===== src/rtl/hazard_ctrl.sv =====
// Pipeline interlock controller: load-use and mul/div scoreboard stalls, branch flushes, memory freezes.
// Optional performance counters are compiled in with `define HAZARD_PERF_EN.
module hazard_ctrl #(
   parameter int REG_W  = 5,
   parameter int MD_LAT = 8
`ifdef HAZARD_PERF_EN
   ,
   parameter int CNT_W  = 16
`endif
) (
   input  logic             clk,
   input  logic             rst_n,
   input  logic [REG_W-1:0] id_rs1,
   input  logic [REG_W-1:0] id_rs2,
   input  logic             id_rs1_used,
   input  logic             id_rs2_used,
   input  logic [REG_W-1:0] id_rd,
   input  logic             id_regwrite,
   input  logic             id_is_md,
   input  logic [REG_W-1:0] ex_rd,
   input  logic             ex_regwrite,
   input  logic             ex_memread,
   input  logic             md_start,
   input  logic [REG_W-1:0] md_rd,
   input  logic             ex_branch_taken,
   input  logic             mem_stall,
`ifdef HAZARD_PERF_EN
   input  logic             perf_clr,
   output logic [CNT_W-1:0] perf_lu_cnt,
   output logic [CNT_W-1:0] perf_md_cnt,
   output logic [CNT_W-1:0] perf_flush_cnt,
`endif
   output logic             pc_en,
   output logic             ifid_en,
   output logic             idex_en,
   output logic             exmem_en,
   output logic             ifid_flush,
   output logic             idex_bubble,
   output logic             md_busy,
   output logic             md_wb,
   output logic [REG_W-1:0] md_rd_q
);

   typedef enum logic [1:0] {
      IDLE = 2'd0,
      BUSY = 2'd1,
      DONE = 2'd2
   } state_t;

   localparam logic [7:0]       CNT_INIT = 8'(MD_LAT - 1);
   localparam logic [REG_W-1:0] REG_ZERO = {REG_W{1'b0}};

   state_t           state_q, state_d;
   logic [7:0]       cnt_q, cnt_d;
   logic [REG_W-1:0] md_rd_d;
   logic             run_q, run_d;

   logic issue_s;
   logic lu_s;
   logic raw_s;
   logic waw_s;
   logic mdh_s;

   // State, latency counter, scoreboard entry and run flag
   always_ff @(posedge clk or negedge rst_n) begin
      if (!rst_n) begin
         state_q <= IDLE;
         cnt_q   <= 8'd0;
         md_rd_q <= REG_ZERO;
         run_q   <= 1'b0;
      end else begin
         state_q <= state_d;
         cnt_q   <= cnt_d;
         md_rd_q <= md_rd_d;
         run_q   <= run_d;
      end
   end

   // Mul/div scoreboard next state; the counter keeps running through memory freezes
   always_comb begin
      state_d = state_q;
      cnt_d   = cnt_q;
      md_rd_d = md_rd_q;
      run_d   = 1'b1;
      issue_s = md_start & ~mem_stall;
      case (state_q)
         IDLE: begin
            if (issue_s) begin
               state_d = BUSY;
               cnt_d   = CNT_INIT;
               md_rd_d = md_rd;
            end else begin
               state_d = IDLE;
            end
         end
         BUSY: begin
            if (cnt_q == 8'd1) begin
               state_d = DONE;
            end else begin
               cnt_d = cnt_q - 8'd1;
            end
         end
         DONE: begin
            if (issue_s) begin
               state_d = BUSY;
               cnt_d   = CNT_INIT;
               md_rd_d = md_rd;
            end else begin
               state_d = IDLE;
            end
         end
         default: begin
            state_d = IDLE;
         end
      endcase
   end

   assign md_busy = (state_q != IDLE);
   assign md_wb   = (state_q == DONE);

   // Hazard detection; x0 never creates a dependency
   always_comb begin
      lu_s  = ex_memread & ex_regwrite & (ex_rd != REG_ZERO) &
              ((id_rs1_used & (id_rs1 == ex_rd)) | (id_rs2_used & (id_rs2 == ex_rd)));
      raw_s = (md_rd_q != REG_ZERO) &
              ((id_rs1_used & (id_rs1 == md_rd_q)) | (id_rs2_used & (id_rs2 == md_rd_q)));
      waw_s = (md_rd_q != REG_ZERO) & id_regwrite & (id_rd == md_rd_q);
      // Held through DONE: the regfile is not write-through, so the consumer leaves ID after md_wb
      mdh_s = md_busy & (raw_s | waw_s | id_is_md);
   end

   // Pipeline control, highest priority first: not running, freeze, flush, stall, normal
   always_comb begin
      pc_en       = 1'b0;
      ifid_en     = 1'b0;
      idex_en     = 1'b0;
      exmem_en    = 1'b0;
      ifid_flush  = 1'b0;
      idex_bubble = 1'b0;
      if (!run_q || mem_stall) begin
         pc_en = 1'b0;
      end else if (ex_branch_taken) begin
         pc_en       = 1'b1;
         ifid_en     = 1'b1;
         idex_en     = 1'b1;
         exmem_en    = 1'b1;
         ifid_flush  = 1'b1;
         idex_bubble = 1'b1;
      end else if (lu_s || mdh_s) begin
         idex_en     = 1'b1;
         exmem_en    = 1'b1;
         idex_bubble = 1'b1;
      end else begin
         pc_en    = 1'b1;
         ifid_en  = 1'b1;
         idex_en  = 1'b1;
         exmem_en = 1'b1;
      end
   end

`ifdef HAZARD_PERF_EN
   logic [CNT_W-1:0] perf_lu_q, perf_lu_d;
   logic [CNT_W-1:0] perf_md_q, perf_md_d;
   logic [CNT_W-1:0] perf_flush_q, perf_flush_d;
   logic             live_s;

   function automatic logic [CNT_W-1:0] sat_inc(input logic [CNT_W-1:0] v, input logic en);
      if (en && (v != {CNT_W{1'b1}})) begin
         return v + {{(CNT_W-1){1'b0}}, 1'b1};
      end else begin
         return v;
      end
   endfunction

   // Counter updates; frozen cycles are not counted
   always_comb begin
      live_s       = run_q & ~mem_stall;
      perf_lu_d    = sat_inc(perf_lu_q, live_s & ~ex_branch_taken & lu_s);
      perf_md_d    = sat_inc(perf_md_q, live_s & ~ex_branch_taken & mdh_s);
      perf_flush_d = sat_inc(perf_flush_q, live_s & ex_branch_taken);
      if (perf_clr) begin
         perf_lu_d    = {CNT_W{1'b0}};
         perf_md_d    = {CNT_W{1'b0}};
         perf_flush_d = {CNT_W{1'b0}};
      end else begin
         live_s = live_s;
      end
   end

   // Performance counter registers
   always_ff @(posedge clk or negedge rst_n) begin
      if (!rst_n) begin
         perf_lu_q    <= {CNT_W{1'b0}};
         perf_md_q    <= {CNT_W{1'b0}};
         perf_flush_q <= {CNT_W{1'b0}};
      end else begin
         perf_lu_q    <= perf_lu_d;
         perf_md_q    <= perf_md_d;
         perf_flush_q <= perf_flush_d;
      end
   end

   assign perf_lu_cnt    = perf_lu_q;
   assign perf_md_cnt    = perf_md_q;
   assign perf_flush_cnt = perf_flush_q;
`endif

endmodule


===== config.mk =====
export PLATFORM = sky130hd
export DESIGN_NAME = hazard_ctrl
export DESIGN_NICKNAME = d
export VERILOG_FILES = /design/src/rtl/hazard_ctrl.sv
export SDC_FILE = /design/constraint.sdc
export NUM_CORES = 1
export LEC_CHECK = 0
export ABC_AREA = 1
export ABC_CLOCK_PERIOD_IN_PS = 1900
export BUFFER_PORTS_ARGS = -buffer_cell sky130_fd_sc_hd__buf_2
export CAP_MARGIN = 20
export CORE_ASPECT_RATIO = 1.4
export CORE_MARGIN = 2
export CORE_UTILIZATION = 49
export DETAILED_ROUTE_END_ITERATION = 6
export GPL_TIMING_DRIVEN = 1
export PLACE_DENSITY = 0.8
export SLEW_MARGIN = 15
export SYNTH_ARGS = -nofsm -noshare
export SYNTH_HDL_FRONTEND = slang
export SYNTH_SLANG_ARGS = --single-unit

===== constraint.sdc =====
create_clock -name clk -period 1.9 [get_ports clk]
set_input_delay 0.095 -clock clk [delete_from_list [all_inputs] [get_ports clk]]
set_output_delay 0.095 -clock clk [all_outputs]
set_load 0.02 [all_outputs]

Word-level counts from Yosys, hierarchy flattened
Cells that the tools add are included.

Bitwise logic cells: 17. Shift-type cells: 0. Reduce and logical (&&, ||, !) cells: 11. Eq/ne operators: 11. Muxes and demuxes: 15. Add/sub/neg operators: 1. Multiply operators: 0. Order comparisons: 0. Divide/modulo/power cells: 0.

Operator list (count): equality test 5 bit (5); two-way mux 8 bit (2); one-hot mux 8 bit (2 select lines) (1); AND 1 bit (12); two-way mux 1 bit (10); nonzero test 5 bit (2); equality test 8 x 1 -> 1 bit, second input constant (1); subtractor 8 x 1 -> 8 bit, second input constant (1); != test 2 bit, second input constant (2); bitwise OR 1 bit (4); one-hot mux 2 bit (2 select lines) (1); nonzero test 2 bit (2); AND reduction 3 bit (1); equality test 2 x 1 -> 1 bit, second input constant (1); equality test 2 bit, second input constant (1); zero test 2 bit (1); logical OR 1 bit (2); two-way mux 2 bit (1); != test 2 x 1 -> 1 bit, second input constant (1); AND reduction 2 bit (1); OR reduction 2 bit (1); zero test 1 bit (1); inverter 1 bit (1).

Bits of input ports: 36. ROM bits: 0. Memories kept: 0. Memory bits (writable): 0. Bits in latches: 0. Bits in registers: 16. Word-level logic and storage cells: 59.

Longest topological paths before layout
Depth after elaboration: 11. Depth in mapped cells: 12. Mapped depth without buffers: 12.

Least setup slack after synthesis
OpenSTA, ideal clock, no wires.

Path type: register to output. From: register md_rd_q[3]. To: output port pc_en. Arrival time: 1.496 ns. Cell stages (with the launch flop): 13. Slack: 0.309 ns. Buffers on the path: 1. Path through: dfrtp_1 -> inv_1 -> nand2_1 -> nand2_1 -> nor2_1 -> nand3_1 -> nand2_1 -> nand2_1 -> nand3_1 -> nand2_1 -> nand3_1 -> nand2_1 -> buf_4.

Cells in the longest elaborated chain, start to end: 11. Elaborated cells between the ends (all ways): 17. Classes of those cells: 3 x eq/ne; 3 x mux; 9 x bitwise; 2 x reduce/logical.

Ends and longest elaborated chain: start: declaration (line 41) `output logic [REG_W-1:0] md_rd_q`; start signal: assignment (line 74) `md_rd_q <= md_rd_d;`; equality test 5 bit (line 126) `((id_rs1_used & (id_rs1 == md_rd_q)) | (id_rs2_used & (id_rs2 == md_rd_q)));`; AND 1 bit (line 126); bitwise OR 1 bit (line 126); AND 1 bit (line 125) `raw_s = (md_rd_q != REG_ZERO) &`; bitwise OR 1 bit * (2 in a row) (line 129) `mdh_s = md_busy & (raw_s | waw_s | id_is_md);`; AND 1 bit * (line 129); logical OR 1 bit * (line 149) `end else if (lu_s || mdh_s) begin`; two-way mux 1 bit * (3 in a row); end: declaration (line 33) `output logic pc_en,`.

Every way passes the cells marked *; elsewhere a longest branch is shown, timed or not.

Worst setup path after layout
From: register md_rd_q[3]. To: output port ifid_en.

Cells in the longest elaborated chain, start to end: 11. Elaborated cells between the ends (all ways): 17. Classes of those cells: 3 x eq/ne; 3 x mux; 9 x bitwise; 2 x reduce/logical.

Ends and longest elaborated chain: equality test 5 bit (line 126); AND 1 bit (line 126); bitwise OR 1 bit (line 126); AND 1 bit (line 125); bitwise OR 1 bit * (2 in a row) (line 129); AND 1 bit * (line 129); logical OR 1 bit * (line 149); two-way mux 1 bit * (line 149); two-way mux 1 bit * (line 142) `end else if (ex_branch_taken) begin`; two-way mux 1 bit * (line 140) `if (!run_q || mem_stall) begin`; end: declaration (line 34) `output logic ifid_en,`.

Marks and branches as above.

==> summary.md <==
| Metric | Value |
|---|---|
| Pwr/cell area | `405.2 nW/um^2` |
| Number of cells on the critical path | `12` |
| Clock buffer count from CTS | `3` |
| Die Height | `64.33 um` |
| Total power | `640.3 uW` |
| Final ANT Viol Nets | `0` |
| Cell count after synthesis | `205` |
| Wire per inst | `10.68 um` |
| Reg2Reg Depth | `8` |
| Arrival time of the worst setup path | `1630 ps` |
| Most frequent cells in the layout | `68 x nand2_1, 47 x buf_2, 36 x inv_1` |
| Layout cells sized above 1 | `0.2520` |
| Non-Filler Instances | `288` |
| H-Tree Depth | `1` |
| CP most frequent cell | `nand2_1` |
| Worst setup EP type | `primary output` |
| Reg2reg setup slack | `340 ps` |
| Pin count of the biggest net entering global routing | `17` |
| Crit path launch type | `register` |
| Min-delay worst type | `in2reg` |
| Pleak | `0.9582 nW` |
| Clk sinks | `16` |
| Post-Route WL | `3.077 mm` |
| Area leader, netlist | `dfrtp_1` |
| CP startpoint | `md_rd_q[3]` |
| Leading post-synthesis cells by cell area | `dfrtp_1 31%, nand2_1 20%, inv_1 11%` |
| Io pins | `49` |
| Worst endpoint required time | `1800 ps` |
| Final worst clock skew | `2.423 ps` |
| Post-synth top area share | `0.3143` |
| Layout area overhead | `24.07%` |
| First-pass GRT wire length | `4.850 mm` |
| Clk_lat worst skew | `280 ps` |
| Vias per inst | `4.806` |
| Endpoints failing setup | `0` |
| Post-CTS Setup Bufs | `0` |
| Worst path top cell family by delay | `simple AND/OR/NAND/NOR gates` |
| Synthesized area | `1274 um^2` |
| Min-delay src | `md_rd[1]` |
| Mean post-synth cell area | `6.213 um^2` |
| Max cap viols | `0` |
| First DRT Iteration DRCs | `32` |
| FF+latch count, synth | `16` |
| Sequential share of the synthesized area | `0.3143` |
| Core area | `2444 um^2` |
| Reg-to-reg critical path endpoint | `cnt_q[3]` |
| Worst-path clk slew | `80 ps` |
| Cell breakdown of the critical path | `inv_1 -> nand2_1 -> nand2_1 -> nor2_1 -> nand3_1 -> nand2_1 -> nand2_1 -> nand3_1 -> nand2_1 -> nand3_1 -> nand2_1 -> buf_2` |
| RePlAce Congestion | `0.8719` |
| Nets | `294` |
| Crit path capture | `ifid_en` |
| Max VDD drop | `358.6 uV` |
| Vias in the first global route | `1,262` |
| GRT Residual Overflow | `0` |
| Outcome | `complete, no violations` |
| FILL cells | `249` |
| Synthesis Warnings | `0` |
| Vias | `1,384` |
| Die footprint | `3029 um^2` |
| Initial antenna violation count | `0` |
| Final worst path period share | `0.9078` |
| Period minus WS final | `1725 ps` |
| Crit-path max FO | `5` |
| Worst Path Buf+Inv | `2` |
| Worst path slowest cell | `dfrtp_2` |
| CTS tree | `yes` |
| RR Startpoint | `cnt_q[1]` |
| Clk Tree Root Cell | `clkbuf_4` |
| Worst Path Class, Setup | `reg2out` |
| Total iterations of the first detailed-routing run | `4` |
| Cell Rows | `21` |
| # DRC | `0` |
| DP HPWL | `2.517 mm` |
| Most common cell after layout, fill and taps aside | `nand2_1` |
| Cell variety after synth | `24` |
| Fmax | `579.8 MHz` |
| Hold WS | `24.42 ps` |
| GRT Total Usage | `0.2191` |
| Syn nets | `243` |
| Number of port buffers | `48` |
| Slew Viols, Final | `0` |
| Horiz. Die Dim | `47.09 um` |
| CP peak stage delay | `440 ps` |
| Initial Utilization | `0.5212` |
| Antenna cells | `0` |
| Placed insts | `284` |
| Final Hold Fails | `0` |
| Clock Tree Buf Depth | `2` |
==> stage by stage <==
step / TNS [ps] / cell area, um^2 / worst slack [ps] / util
finish: 0 / 1580 / 175.2 / 0.6467
CTS: 0 / 1569 / 101.5 / 0.6421
floorplan: 0 / 1274 / 309.2 / -
detailed placement: 0 / 1536 / 383.0 / 0.6288
global route: -12.51 / 1580 / -7.704 / 0.6467
global placement: 0 / 1536 / 418.5 / 0.6288
==> worst min path at each step <==
stage                  to  slack, ps  depth (start not counted)
3_3_place_gp     cnt_q[5]         20                          1
3_5_place_dp     cnt_q[5]         30                          1
6_report       md_rd_q[1]         20                          3
4_1_cts        md_rd_q[1]         30                          3
2_1_floorplan    cnt_q[0]       -200                          0
5_1_grt        md_rd_q[0]         40                          3
==> synth_stat cells <==
cell	count
nand4_1	3
nor2_1	24
nand2_4	2
conb_1	1
buf_4	2
nand2_2	1
inv_1	38
inv_2	2
dfrtp_1	16
a22oi_1	1
o31ai_1	2
xor2_1	4
o21ai_0	8
a21oi_1	3
nand2_1	68
nand3_1	16
xnor2_1	3
o21ai_1	1
nor3_1	2
buf_2	1
a211oi_1	1
o22ai_1	3
o31ai_4	1
ha_1	2
==> report_power, final <==
group	internal, mW	switching [mW]	total (mW)
Sequential	0.341	0.000237	0.341
Clock	0.0735	0.0932	0.167
Combinational	0.0567	0.0755	0.132
Total	0.471	0.169	0.640
==> worst register-to-register path, stage by stage (launching register included) <==
cell and delay (ps):
dfrtp_1 380, inv_1 100, ha_1 150, nand3_1 130
o31ai_4 250, nand2_4 130, nand2_4 90, xor2_1 160
nor2_1 50
==> cell families (layout without fill, tap and decap cells) <==
kind of cell               after synthesis  after routing  share of synthesized area
AOI/OAI and AO/OA                       20             20                     0.1022
xor gates and xnor gates                 7              7                    0.04813
adders and majority gates                2              2                    0.01964
buffers and inverters                   43             92                     0.1336
DFF                                     16             16                     0.3143
other                                    1              1                   0.002944
and+or+nand+nor                        116            116                     0.3792
==> per-layer routing <==
layer  global-route usage  up-vias  share of wire
li1                     -      725              -
met1               0.2306      609           0.38
met2               0.4229       43           0.56
met5                    0        -              0
met3              0.01412        7          0.044
met4              0.06944        0          0.017
==> flip-flops by register name (all words and copies together) (netlist names) <==
name	cells
cnt_q	8
run_q	1
md_rd_q	5
state_q	2
==> final cells by class <==
type / instances / area (um^2) / area share
well taps: 34 / 42.54 / 0.02692
clock buffers: 3 / 22.52 / 0.01425
repair buffers: 49 / 252.7 / 0.1599
flip-flops and latches: 16 / 404.1 / 0.2557
multi-input cells: 146 / 708.2 / 0.4481
inverters: 40 / 150.1 / 0.09501
==> what timing repair did <==
action                                  in CTS  in global routing
endpoints found under the setup margin       0                  3
hold buffers                                 1                  0
resized for setup                            0                  8
endpoints found under the hold margin       16                  0
No activity file was read; power rests on OpenSTA's default activity.
